## src/rtl/cortex_lb_hub.sv

```systemverilog
// Local-bus hub: one master port fanned out to NUM_CHILDREN-1 child blocks, with an internal
// register file at block 0, a staggered per-child reset sequencer and a response timeout.
module cortex_lb_hub #(
  parameter int unsigned LB_DATA_W      = 32,
  parameter int unsigned LB_ADDR_W      = 16,
  parameter int unsigned LB_ADDR_BLK_W  = 4,
  parameter int unsigned NUM_CHILDREN   = 4,
  parameter int unsigned TIMEOUT_CYCLES = 64,
  parameter int unsigned RST_STAGGER    = 4,
  parameter logic [LB_DATA_W-1:0] DEFAULT_DATA_VAL = 'hdeadbabe
) (
  input  logic                                    clk,
  input  logic                                    rst,
  input  logic                                    lb_wr_en,
  input  logic                                    lb_rd_en,
  input  logic [LB_ADDR_W-1:0]                    lb_addr,
  input  logic [LB_DATA_W-1:0]                    lb_wr_data,
  output logic                                    lb_wr_valid,
  output logic                                    lb_rd_valid,
  output logic [LB_DATA_W-1:0]                    lb_rd_data,
  output logic [NUM_CHILDREN-2:0]                 chld_lb_wr_en,
  output logic [NUM_CHILDREN-2:0]                 chld_lb_rd_en,
  output logic [LB_ADDR_W-LB_ADDR_BLK_W-1:0]      chld_lb_addr,
  output logic [LB_DATA_W-1:0]                    chld_lb_wr_data,
  input  logic [NUM_CHILDREN-2:0]                 chld_lb_wr_valid,
  input  logic [NUM_CHILDREN-2:0]                 chld_lb_rd_valid,
  input  logic [(NUM_CHILDREN-1)*LB_DATA_W-1:0]   chld_lb_rd_data,
  output logic [NUM_CHILDREN-2:0]                 chld_rst
);

  localparam int unsigned NCH     = NUM_CHILDREN - 1;
  localparam int unsigned CA_W    = LB_ADDR_W - LB_ADDR_BLK_W;
  localparam int unsigned SEQ_MAX = RST_STAGGER * NCH;
  localparam int unsigned SEQ_W   = $clog2(SEQ_MAX + 1);
  localparam int unsigned TO_W    = $clog2(TIMEOUT_CYCLES + 1);

  localparam logic [1:0] IDLE = 2'd0;
  localparam logic [1:0] WAIT = 2'd1;
  localparam logic [1:0] RESP = 2'd2;

  logic [1:0]               state;
  logic [SEQ_W-1:0]         seq_cnt;
  logic [NCH-1:0]           seq_done;
  logic [NCH-1:0]           rst_ctrl;
  logic                     st_timeout;
  logic                     st_fault;
  logic [3:0]               st_blk;
  logic                     txn_wr;
  logic [LB_ADDR_BLK_W-1:0] txn_blk;
  logic [NCH-1:0]           txn_hot;
  logic [TO_W-1:0]          to_cnt;

  logic [LB_ADDR_BLK_W-1:0] blk;
  logic [CA_W-1:0]          caddr;
  logic                     req;
  logic                     blk_is_zero;
  logic [NCH-1:0]           blk_hot;
  logic                     child_go;
  logic                     sel_valid;
  logic [LB_DATA_W-1:0]     sel_data;
  logic [LB_DATA_W-1:0]     status_word;
  logic [LB_DATA_W-1:0]     local_data;

  assign blk         = lb_addr[LB_ADDR_W-1 -: LB_ADDR_BLK_W];
  assign caddr       = lb_addr[CA_W-1:0];
  assign req         = lb_wr_en | lb_rd_en;
  assign blk_is_zero = (blk == '0);
  assign chld_rst    = ~seq_done | rst_ctrl;
  assign child_go    = |(blk_hot & ~chld_rst);

  always_comb begin
    seq_done = '0;
    blk_hot  = '0;
    sel_data = '0;
    for (int unsigned j = 0; j < NCH; j++) begin
      seq_done[j] = (32'(seq_cnt) >= RST_STAGGER * (j + 1));
      blk_hot[j]  = (32'(blk) == j + 1);
      if (txn_hot[j]) sel_data = chld_lb_rd_data[j*LB_DATA_W +: LB_DATA_W];
    end
  end

  // Only the valid matching the pending transaction type from the selected child counts.
  assign sel_valid = txn_wr ? |(txn_hot & chld_lb_wr_valid) : |(txn_hot & chld_lb_rd_valid);

  always_comb begin
    status_word       = '0;
    status_word[0]    = st_timeout;
    status_word[1]    = st_fault;
    status_word[11:8] = st_blk;
    local_data        = DEFAULT_DATA_VAL;
    case (caddr)
      CA_W'(0): local_data = LB_DATA_W'(rst_ctrl);
      CA_W'(1): local_data = status_word;
      CA_W'(2): local_data = LB_DATA_W'(32'h0C0B_0001);
      default:  local_data = DEFAULT_DATA_VAL;
    endcase
  end

  always_ff @(posedge clk) begin
    if (rst) begin
      state           <= IDLE;
      seq_cnt         <= '0;
      rst_ctrl        <= '0;
      st_timeout      <= 1'b0;
      st_fault        <= 1'b0;
      st_blk          <= '0;
      txn_wr          <= 1'b0;
      txn_blk         <= '0;
      txn_hot         <= '0;
      to_cnt          <= '0;
      lb_wr_valid     <= 1'b0;
      lb_rd_valid     <= 1'b0;
      lb_rd_data      <= '0;
      chld_lb_wr_en   <= '0;
      chld_lb_rd_en   <= '0;
      chld_lb_addr    <= '0;
      chld_lb_wr_data <= '0;
    end else begin
      if (seq_cnt != SEQ_W'(SEQ_MAX)) seq_cnt <= seq_cnt + 1'b1;
      lb_wr_valid   <= 1'b0;
      lb_rd_valid   <= 1'b0;
      chld_lb_wr_en <= '0;
      chld_lb_rd_en <= '0;

      case (state)
        IDLE: begin
          if (req && child_go) begin
            chld_lb_wr_en   <= lb_wr_en ? blk_hot : '0;
            chld_lb_rd_en   <= lb_wr_en ? '0 : blk_hot;
            chld_lb_addr    <= caddr;
            chld_lb_wr_data <= lb_wr_data;
            txn_wr          <= lb_wr_en;
            txn_blk         <= blk;
            txn_hot         <= blk_hot;
            to_cnt          <= '0;
            state           <= WAIT;
          end else if (req) begin
            // Local, unmapped or held-child access: answered next cycle without a child strobe.
            lb_wr_valid <= lb_wr_en;
            lb_rd_valid <= ~lb_wr_en;
            if (!lb_wr_en) lb_rd_data <= blk_is_zero ? local_data : DEFAULT_DATA_VAL;
            if (blk_is_zero) begin
              if (lb_wr_en && caddr == CA_W'(0)) rst_ctrl <= lb_wr_data[NCH-1:0];
              if (lb_wr_en && caddr == CA_W'(1)) begin
                st_timeout <= 1'b0;
                st_fault   <= 1'b0;
                st_blk     <= '0;
              end
            end else begin
              st_fault <= 1'b1;
              st_blk   <= 4'(blk);
            end
            state <= RESP;
          end
        end
        WAIT: begin
          if (sel_valid) begin
            lb_wr_valid <= txn_wr;
            lb_rd_valid <= ~txn_wr;
            if (!txn_wr) lb_rd_data <= sel_data;
            state <= RESP;
          end else if (to_cnt == TO_W'(TIMEOUT_CYCLES)) begin
            lb_wr_valid <= txn_wr;
            lb_rd_valid <= ~txn_wr;
            if (!txn_wr) lb_rd_data <= DEFAULT_DATA_VAL;
            st_timeout <= 1'b1;
            st_blk     <= 4'(txn_blk);
            state      <= RESP;
          end else begin
            to_cnt <= to_cnt + 1'b1;
          end
        end
        RESP:    state <= IDLE;
        default: state <= IDLE;
      endcase
    end
  end

endmodule

```

## config.mk

```make
export PLATFORM = sky130hd
export DESIGN_NAME = cortex_lb_hub
export DESIGN_NICKNAME = d
export VERILOG_FILES = /design/src/rtl/cortex_lb_hub.sv
export SDC_FILE = /design/constraint.sdc
export NUM_CORES = 1
export LEC_CHECK = 0
export CORE_ASPECT_RATIO = 0.75
export CORE_MARGIN = 3
export CORE_UTILIZATION = 42
export DETAILED_ROUTE_END_ITERATION = 7
export PLACE_DENSITY = 0.89
export REMOVE_ABC_BUFFERS = 1
export SLEW_MARGIN = 20
export SYNTH_ARGS = -nofsm -noshare
export SYNTH_HDL_FRONTEND = slang
export SYNTH_SLANG_ARGS = --single-unit
```

## constraint.sdc

```tcl
create_clock -name clk -period 2.5 [get_ports clk]
set_input_delay 0.625 -clock clk [delete_from_list [all_inputs] [get_ports clk]]
set_output_delay 0.625 -clock clk [all_outputs]
set_load 0.01 [all_outputs]
```

==> results of run 1 <==
[timing repair]
item	4_1_cts	5_1_grt
cloned	0	1
buffers inserted	0	3
endpoints found under the setup margin	12	37
gates resized for setup	1	9
[power groups by stage]
stage | combinational (W) | sequential [W] | clock (W)
2_1_floorplan | 0.000113 | 0.00195 | 0
3_3_place_gp | 0.000543 | 0.00193 | 0
3_5_place_dp | 0.000554 | 0.00194 | 0
4_1_cts | 0.000561 | 0.00190 | 0.00245
5_1_grt | 0.000605 | 0.00190 | 0.00253
6_report | 0.000571 | 0.00190 | 0.00245
[metrics by stage]
step | std cells | worst slack, ps | setup TNS (ps) | area (um^2)
floorplan | 609 | -812 | -56110 | 5140
global route | 1113 | -24.8 | -33.1 | 9000
detailed placement | 1077 | -488 | -29650 | 8310
CTS | 1109 | 55.2 | 0 | 8910
global placement | 1077 | -442 | -24330 | 8310
finish | 1113 | 61.2 | 0 | 9000
[cells in the mapped netlist, drive strengths merged (3+ instances only)]
library cell	number
o21ai	48
a22oi	20
o2111ai	29
a221oi	7
inv	8
mux2i	11
a221o	8
dfxtp	114
clkbuf	37
ha	4
nand2b	5
nor2	27
o211ai	4
nor2b	6
or3	3
nor4	7
nand2	148
nand3	11
and3	5
a311oi	3
a21oi	70
buf	21
nor3	17
xnor2	4
or4	9
a31oi	8
a211oi	10
[metal layers]
layer	track usage (%)	vias to the layer above	wire, um
met3	6.62	64	1930
met5	0	-	0
met1	33.2	2931	8190
li1	-	2969	-
met2	44.8	349	9940
met4	11.9	0	683
[worst max-delay path, cell delays in order]
cell	delay (ps)
sky130_fd_sc_hd__clkdlybuf4s50_1	510
sky130_fd_sc_hd__or3b_2	520
sky130_fd_sc_hd__nor4_4	240
sky130_fd_sc_hd__buf_4	200
sky130_fd_sc_hd__a21oi_4	100
sky130_fd_sc_hd__buf_12	200
sky130_fd_sc_hd__a31oi_1	230
sky130_fd_sc_hd__a211oi_1	70
[worst paths after layout]
check / end / slack, ps / cells past startpoint
max: st_blk[2]$_SDFFE_PP0P_ / 60 / 8
min: lb_rd_data[21]$_SDFFE_PP0P_ / 450 / 2
max reg2reg: lb_rd_data[10]$_SDFFE_PP0P_ / 320 / 7
min reg2reg: lb_rd_data[21]$_SDFFE_PP0P_ / 450 / 2
[cell type report]
class                   count  area (um^2)
inverters                   8         30.0
multi-input cells         487         2890
clock buffers              18          439
repair buffers            306         2990
fillers                   900         3480
flip-flops and latches    114         2280
well taps                 166          208
clock inverters            14          153
[state kept, by name (all words and copies together) (netlist names), 2 cells and up]
signal	count
txn_blk	4
rst_ctrl	3
st_blk	4
chld_lb_addr	12
chld_lb_wr_data	32
state	2
lb_rd_data	32
txn_hot	3
chld_lb_wr_en	3
to_cnt	7
seq_cnt	4
chld_lb_rd_en	3
[kinds of logic after synthesis]
group | Yosys count | share of synthesized area [%]
simple gates | 251 | 22.0
compound gates | 217 | 26.5
flops | 114 | 42.0
buf+inv | 66 | 5.94
mux | 11 | 2.03
xor+xnor | 4 | 0.645
fa+ha+maj | 4 | 0.921
==> flow_summary.toml, run 1 <==
[power]
fraction_of_power_consumed_by_combinational_cells_pct = 11.6
netSwitchingFraction_pct = 24.3
fin_total_pwr_w = 0.00492
ir_drop_uv = 471
seq_power_share_pct = 38.6
powerDensity_nw_per_um2 = 546
power.net_switching_w = 0.00120
internal_power_w = 0.00372
power.clock.fraction_pct = 49.8
leak_pwr_nw = 3.11

[timing]
rsz0062_at_grt = "yes"
part_of_the_cycle_the_worst_path_needs_pct = 97.6
worst_slew_pin_slew_ps = 613
slew_viol_final = 0
timing.final.crit_period_ps = 2440
fin_hold_ws_ps = 448
setup_clock_skew_after_layout_ps = 6.34
finalSetupViolCount = 0
finalHoldViolations = 0
max_slew_margin_pct = 59.1
max_freq_mhz = 410

[yosys]
post-synth-top-area-fraction_pct = 42.0
synth_async_sr_flop_share_pct = 0
synth_warnings = 0
synth_cells = 667
ys_seq_elements = 114
yosysUniqueCellTypes = 58
synth-edff-count = 0
synthFlopType = "sky130_fd_sc_hd__dfxtp_1"
synth_top_cells_by_area = "sky130_fd_sc_hd__dfxtp_1 (42%), sky130_fd_sc_hd__nand2_1 (10%), sky130_fd_sc_hd__a21oi_1 (6.4%)"
syn-cell-area_um2 = 5430
syn-mean-instance-area_um2 = 8.14
synth_top_cell_by_area = "sky130_fd_sc_hd__dfxtp_1"
sequential_element_share_of_the_synthesized_area_pct = 42.0

[setup_path]
worstSetupStartpointType = "input port"
timing.critical_path.required_ps = 2790
critical_path.reg2reg.startpoint = "state[1]$_SDFFE_PP0P_"
critical_path_class = "input port to register"
timing.critical_path.from = "lb_addr[12]"
timing.critical_path.to_type = "register"
crit_fanout = 56
worstPathArrival_ps = 2720

[clock_network]
hold_buffers = 0
number_of_buffers_added_by_the_clock_tree_synthesis_step = 17
clk_latency_ps = 410
buffers_from_clock_root_to_sink_at_most = 2
tritoncts_num_sinks = 114
clock_root_buffer = "sky130_fd_sc_hd__clkbuf_16"
cts_tree = "done"
htree_levels = 4
clk_pin_slew_worst_paths_ps = 60

[global_routing]
via_count_of_the_first_global_routing_pass = 6059
grt_pass1_wl_um = 30900
number_of_antenna_violations_at_the_first_check_in_global_routing = 0
grt_use_total_pct = 27.1
grt_start_max_net_pins = 57
grt-ovfl-total = 0

[routing]
drt_first_pass_iters = 5
drt.antenna.violating_nets = 0
via_count = 6313
routedWlPerCell_um = 18.6
drt_wirelength_um = 20700
avgViaCountPerCell = 5.67
drc_marker_count_from_the_first_detailed_route_iteration = 612
drc = 0

[floorplan]
die-area_um2 = 14300
die_h_um = 104
io-pin-count = 241
initial_utilization_pct = 43.5
row_count = 35
core_area_um2 = 12500
floorplan.die.width_um = 137

[placed_design]
count_of_input_and_output_buffers = 240
globalplace.congestion = 0.866
total_half_perimeter_wirelength_after_legalization_and_detailed_placement_um = 14400

[worst_hold_path]
worst_hold_startpoint = "lb_rd_data[21]$_SDFFE_PP0P_"
hold_class = "register to register"

[layout]
antenna-diode-count = 0
syn2layout_area_growth_pct = 65.6
mostFrequentLayoutCells = "sky130_fd_sc_hd__clkdlybuf4s50_1 (239), sky130_fd_sc_hd__nand2_1 (148), sky130_fd_sc_hd__dfxtp_1 (113)"
final_nets = 1092
share_of_cells_above_drive_strength_1_pct = 13.5
postLayoutCoreUtil_pct = 72.1
final_common_cell = "sky130_fd_sc_hd__clkdlybuf4s50_1"

[outcome]
status = "finished, final reports clean"

[flow_run]
cap_violations = 0
Note: power is estimated with default switching activity, not from simulation.
==> inputs of run 2 (changes only) <==
--- a/config.mk
+++ b/config.mk
@@ -7,9 +7,9 @@
 export LEC_CHECK = 0
 export CORE_ASPECT_RATIO = 0.75
 export CORE_MARGIN = 3
-export CORE_UTILIZATION = 42
+export CORE_UTILIZATION = 40
 export DETAILED_ROUTE_END_ITERATION = 7
-export PLACE_DENSITY = 0.89
+export PLACE_DENSITY = 0.86
 export REMOVE_ABC_BUFFERS = 1
 export SLEW_MARGIN = 20
 export SYNTH_ARGS = -nofsm -noshare
==> run 2 against run 1 <==
Register-to-register slack better by 50 ps. Utilization down 3.8 points. Die area up 4.7%. Largest cell class unchanged. Highest routed layer unchanged.
==> flow_summary.toml, run 2 (synthesis gave the netlist of run 1 again) <==
[clock_network]
tritoncts_num_sinks = 114
cts_tree = "done"
htree_levels = 4
hold_buffers = 0
clk_latency_ps = 410
clk_pin_slew_worst_paths_ps = 50
number_of_buffers_added_by_the_clock_tree_synthesis_step = 17
clock_root_buffer = "sky130_fd_sc_hd__clkbuf_16"
buffers_from_clock_root_to_sink_at_most = 2
postCtsSetupRepairBufs = 0
cts-resized-gates = 0

[global_routing]
grt-ovfl-total = 0
grt_use_total_pct = 24.7
number_of_antenna_violations_at_the_first_check_in_global_routing = 0
via_count_of_the_first_global_routing_pass = 5860
grt_pass1_wl_um = 30000
grt_start_max_net_pins = 46

[setup_path]
cp_slowest_cell = "sky130_fd_sc_hd__or4_1"
cp_cell_sequence = "clkdlybuf4s50_1, or4_1, nor4b_4, buf_4, nor3b_4, mux2i_1, nor2_1"
timing.critical_path.slowest_cell_delay_ps = 610
worstRegToRegCells = 7
critical_path_class = "input port to register"
worst_case_register_to_register_setup_slack_ps = 370
worstSetupStartpointType = "input port"
timing.critical_path.to_type = "register"
timing.critical_path.required_ps = 2790
crit_fanout = 8
timing.critical_path.from = "lb_addr[8]"
critical_path.reg2reg.startpoint = "state[1]$_SDFFE_PP0P_"
worstPathArrival_ps = 2660
crit-reg2reg-capture = "chld_lb_addr[1]$_SDFFE_PP0N_"

[routing]
avgViaCountPerCell = 5.47
met1Wirelength_um = 8490
drt_wirelength_um = 19300
wl_met3_um = 1460
drt.antenna.violating_nets = 0
top_layer_used = "met4"
drc = 0
met2_length_um = 8890
via_count = 6139
drt_first_pass_iters = 6
routedWlPerCell_um = 17.2
drc_marker_count_from_the_first_detailed_route_iteration = 406

[worst_hold_path]
worst_hold_startpoint = "lb_rd_data[21]$_SDFFE_PP0P_"
whs_path_depth = 2
hold_class = "register to register"
min_to = "lb_rd_data[21]$_SDFFE_PP0P_"

[placed_design]
total_half_perimeter_wirelength_after_legalization_and_detailed_placement_um = 14200
globalplace.congestion = 0.891
count_of_input_and_output_buffers = 240
detailed_place.area_um2 = 8360

[layout]
syn2layout_area_growth_pct = 65.5
multi_input_area_um2 = 2850
share_of_cells_above_drive_strength_1_pct = 13.0
antenna-diode-count = 0
reg_top3 = "chld_lb_wr_data (32), lb_rd_data (32), chld_lb_addr (12)"
fill_cells = 1022
design_area_um2 = 8990
mostFrequentLayoutCells = "sky130_fd_sc_hd__clkdlybuf4s50_1 (239), sky130_fd_sc_hd__nand2_1 (148), sky130_fd_sc_hd__dfxtp_1 (113)"
final_common_cell = "sky130_fd_sc_hd__clkdlybuf4s50_1"
seqCellArea_um2 = 2280
final_nets = 1097

[outcome]
status = "finished, final reports clean"

[flow_run]
cap_violations = 0

[timing]
timing.final.crit_period_ps = 2370
worst_slew_pin_slew_ps = 520
finalHoldViolations = 0
rsz0062_at_grt = "no"
max_slew_margin_pct = 65.2
setup_clock_skew_after_layout_ps = 10.6
finalSetupViolCount = 0
max_freq_mhz = 421
part_of_the_cycle_the_worst_path_needs_pct = 95.0
slew_viol_final = 0
final.setup.tns_ps = 0

[floorplan]
floorplan.die.width_um = 141
io-pin-count = 241
initial_utilization_pct = 41.3
die_h_um = 107
core_area_um2 = 13200
row_count = 36
die-area_um2 = 15000

[power]
ir_drop_uv = 472
leak_pwr_nw = 3.14
powerDensity_nw_per_um2 = 561
fin_total_pwr_w = 0.00504
run 2: per-layer routing:
metal	track usage, %	vias up
met3	5.57	38
li1	-	2983
met1	32.4	2837
met4	8.23	0
met5	0	-
met2	40.4	281
run 2: worst max-delay path by stage:
stage	slack (ps)	endpoint
3_3_place_gp	-270	rst_ctrl[1]$_SDFFE_PP0P_
6_report	130	rst_ctrl[1]$_SDFFE_PP0P_
3_5_place_dp	-290	chld_lb_rd_en[0]$_SDFF_PP0_
4_1_cts	130	rst_ctrl[1]$_SDFFE_PP0P_
5_1_grt	7	rst_ctrl[2]$_SDFFE_PP0P_
2_1_floorplan	-810	st_blk[0]$_SDFFE_PP0P_
run 2: cell type report:
class                           instances  area share [%]
Tap cell                              171            2.38
Sequential cell                       114            25.4
Timing Repair Buffer                  311            33.2
Inverter                                8           0.334
Clock buffer                           21            5.23
Multi-Input combinational cell        487            31.8
Clock inverter                         10            1.74
run 2: per-stage QoR:
stage	util, %	setup WS, ps	cells	hold slack [ps]
floorplan	-	-812	609	430
detailed placement	63.6	-287	1091	439
finish	68.3	126	1122	445
CTS	68.3	129	1122	448
global placement	63.6	-272	1091	436
global route	68.3	7.22	1122	458
run 2: power by group:
part | total, W | internal [W] | switching, W
combinational | 0.000572 | 0.000359 | 0.000213
clock | 0.00257 | 0.00174 | 0.000835
sequential | 0.00190 | 0.00187 | 0.0000316
run 2: worst max-delay path, delay by kind of cell:
| family | cells | cell delay (ps) |
|---|---|---|
| AND/OR/NAND/NOR | 4 | 1200 |
| buffers and inverters | 2 | 610 |
| multiplexers | 1 | 230 |
==> inputs of run 3 (changes only) <==
--- a/config.mk
+++ b/config.mk
@@ -8,6 +8,7 @@
 export CORE_ASPECT_RATIO = 0.75
 export CORE_MARGIN = 3
 export CORE_UTILIZATION = 40
+export CTS_CLUSTER_SIZE = 20
 export DETAILED_ROUTE_END_ITERATION = 7
 export PLACE_DENSITY = 0.86
 export REMOVE_ABC_BUFFERS = 1
==> results of run 3 <==
The final DEF is identical to that of run 2; final timing and power are the same.
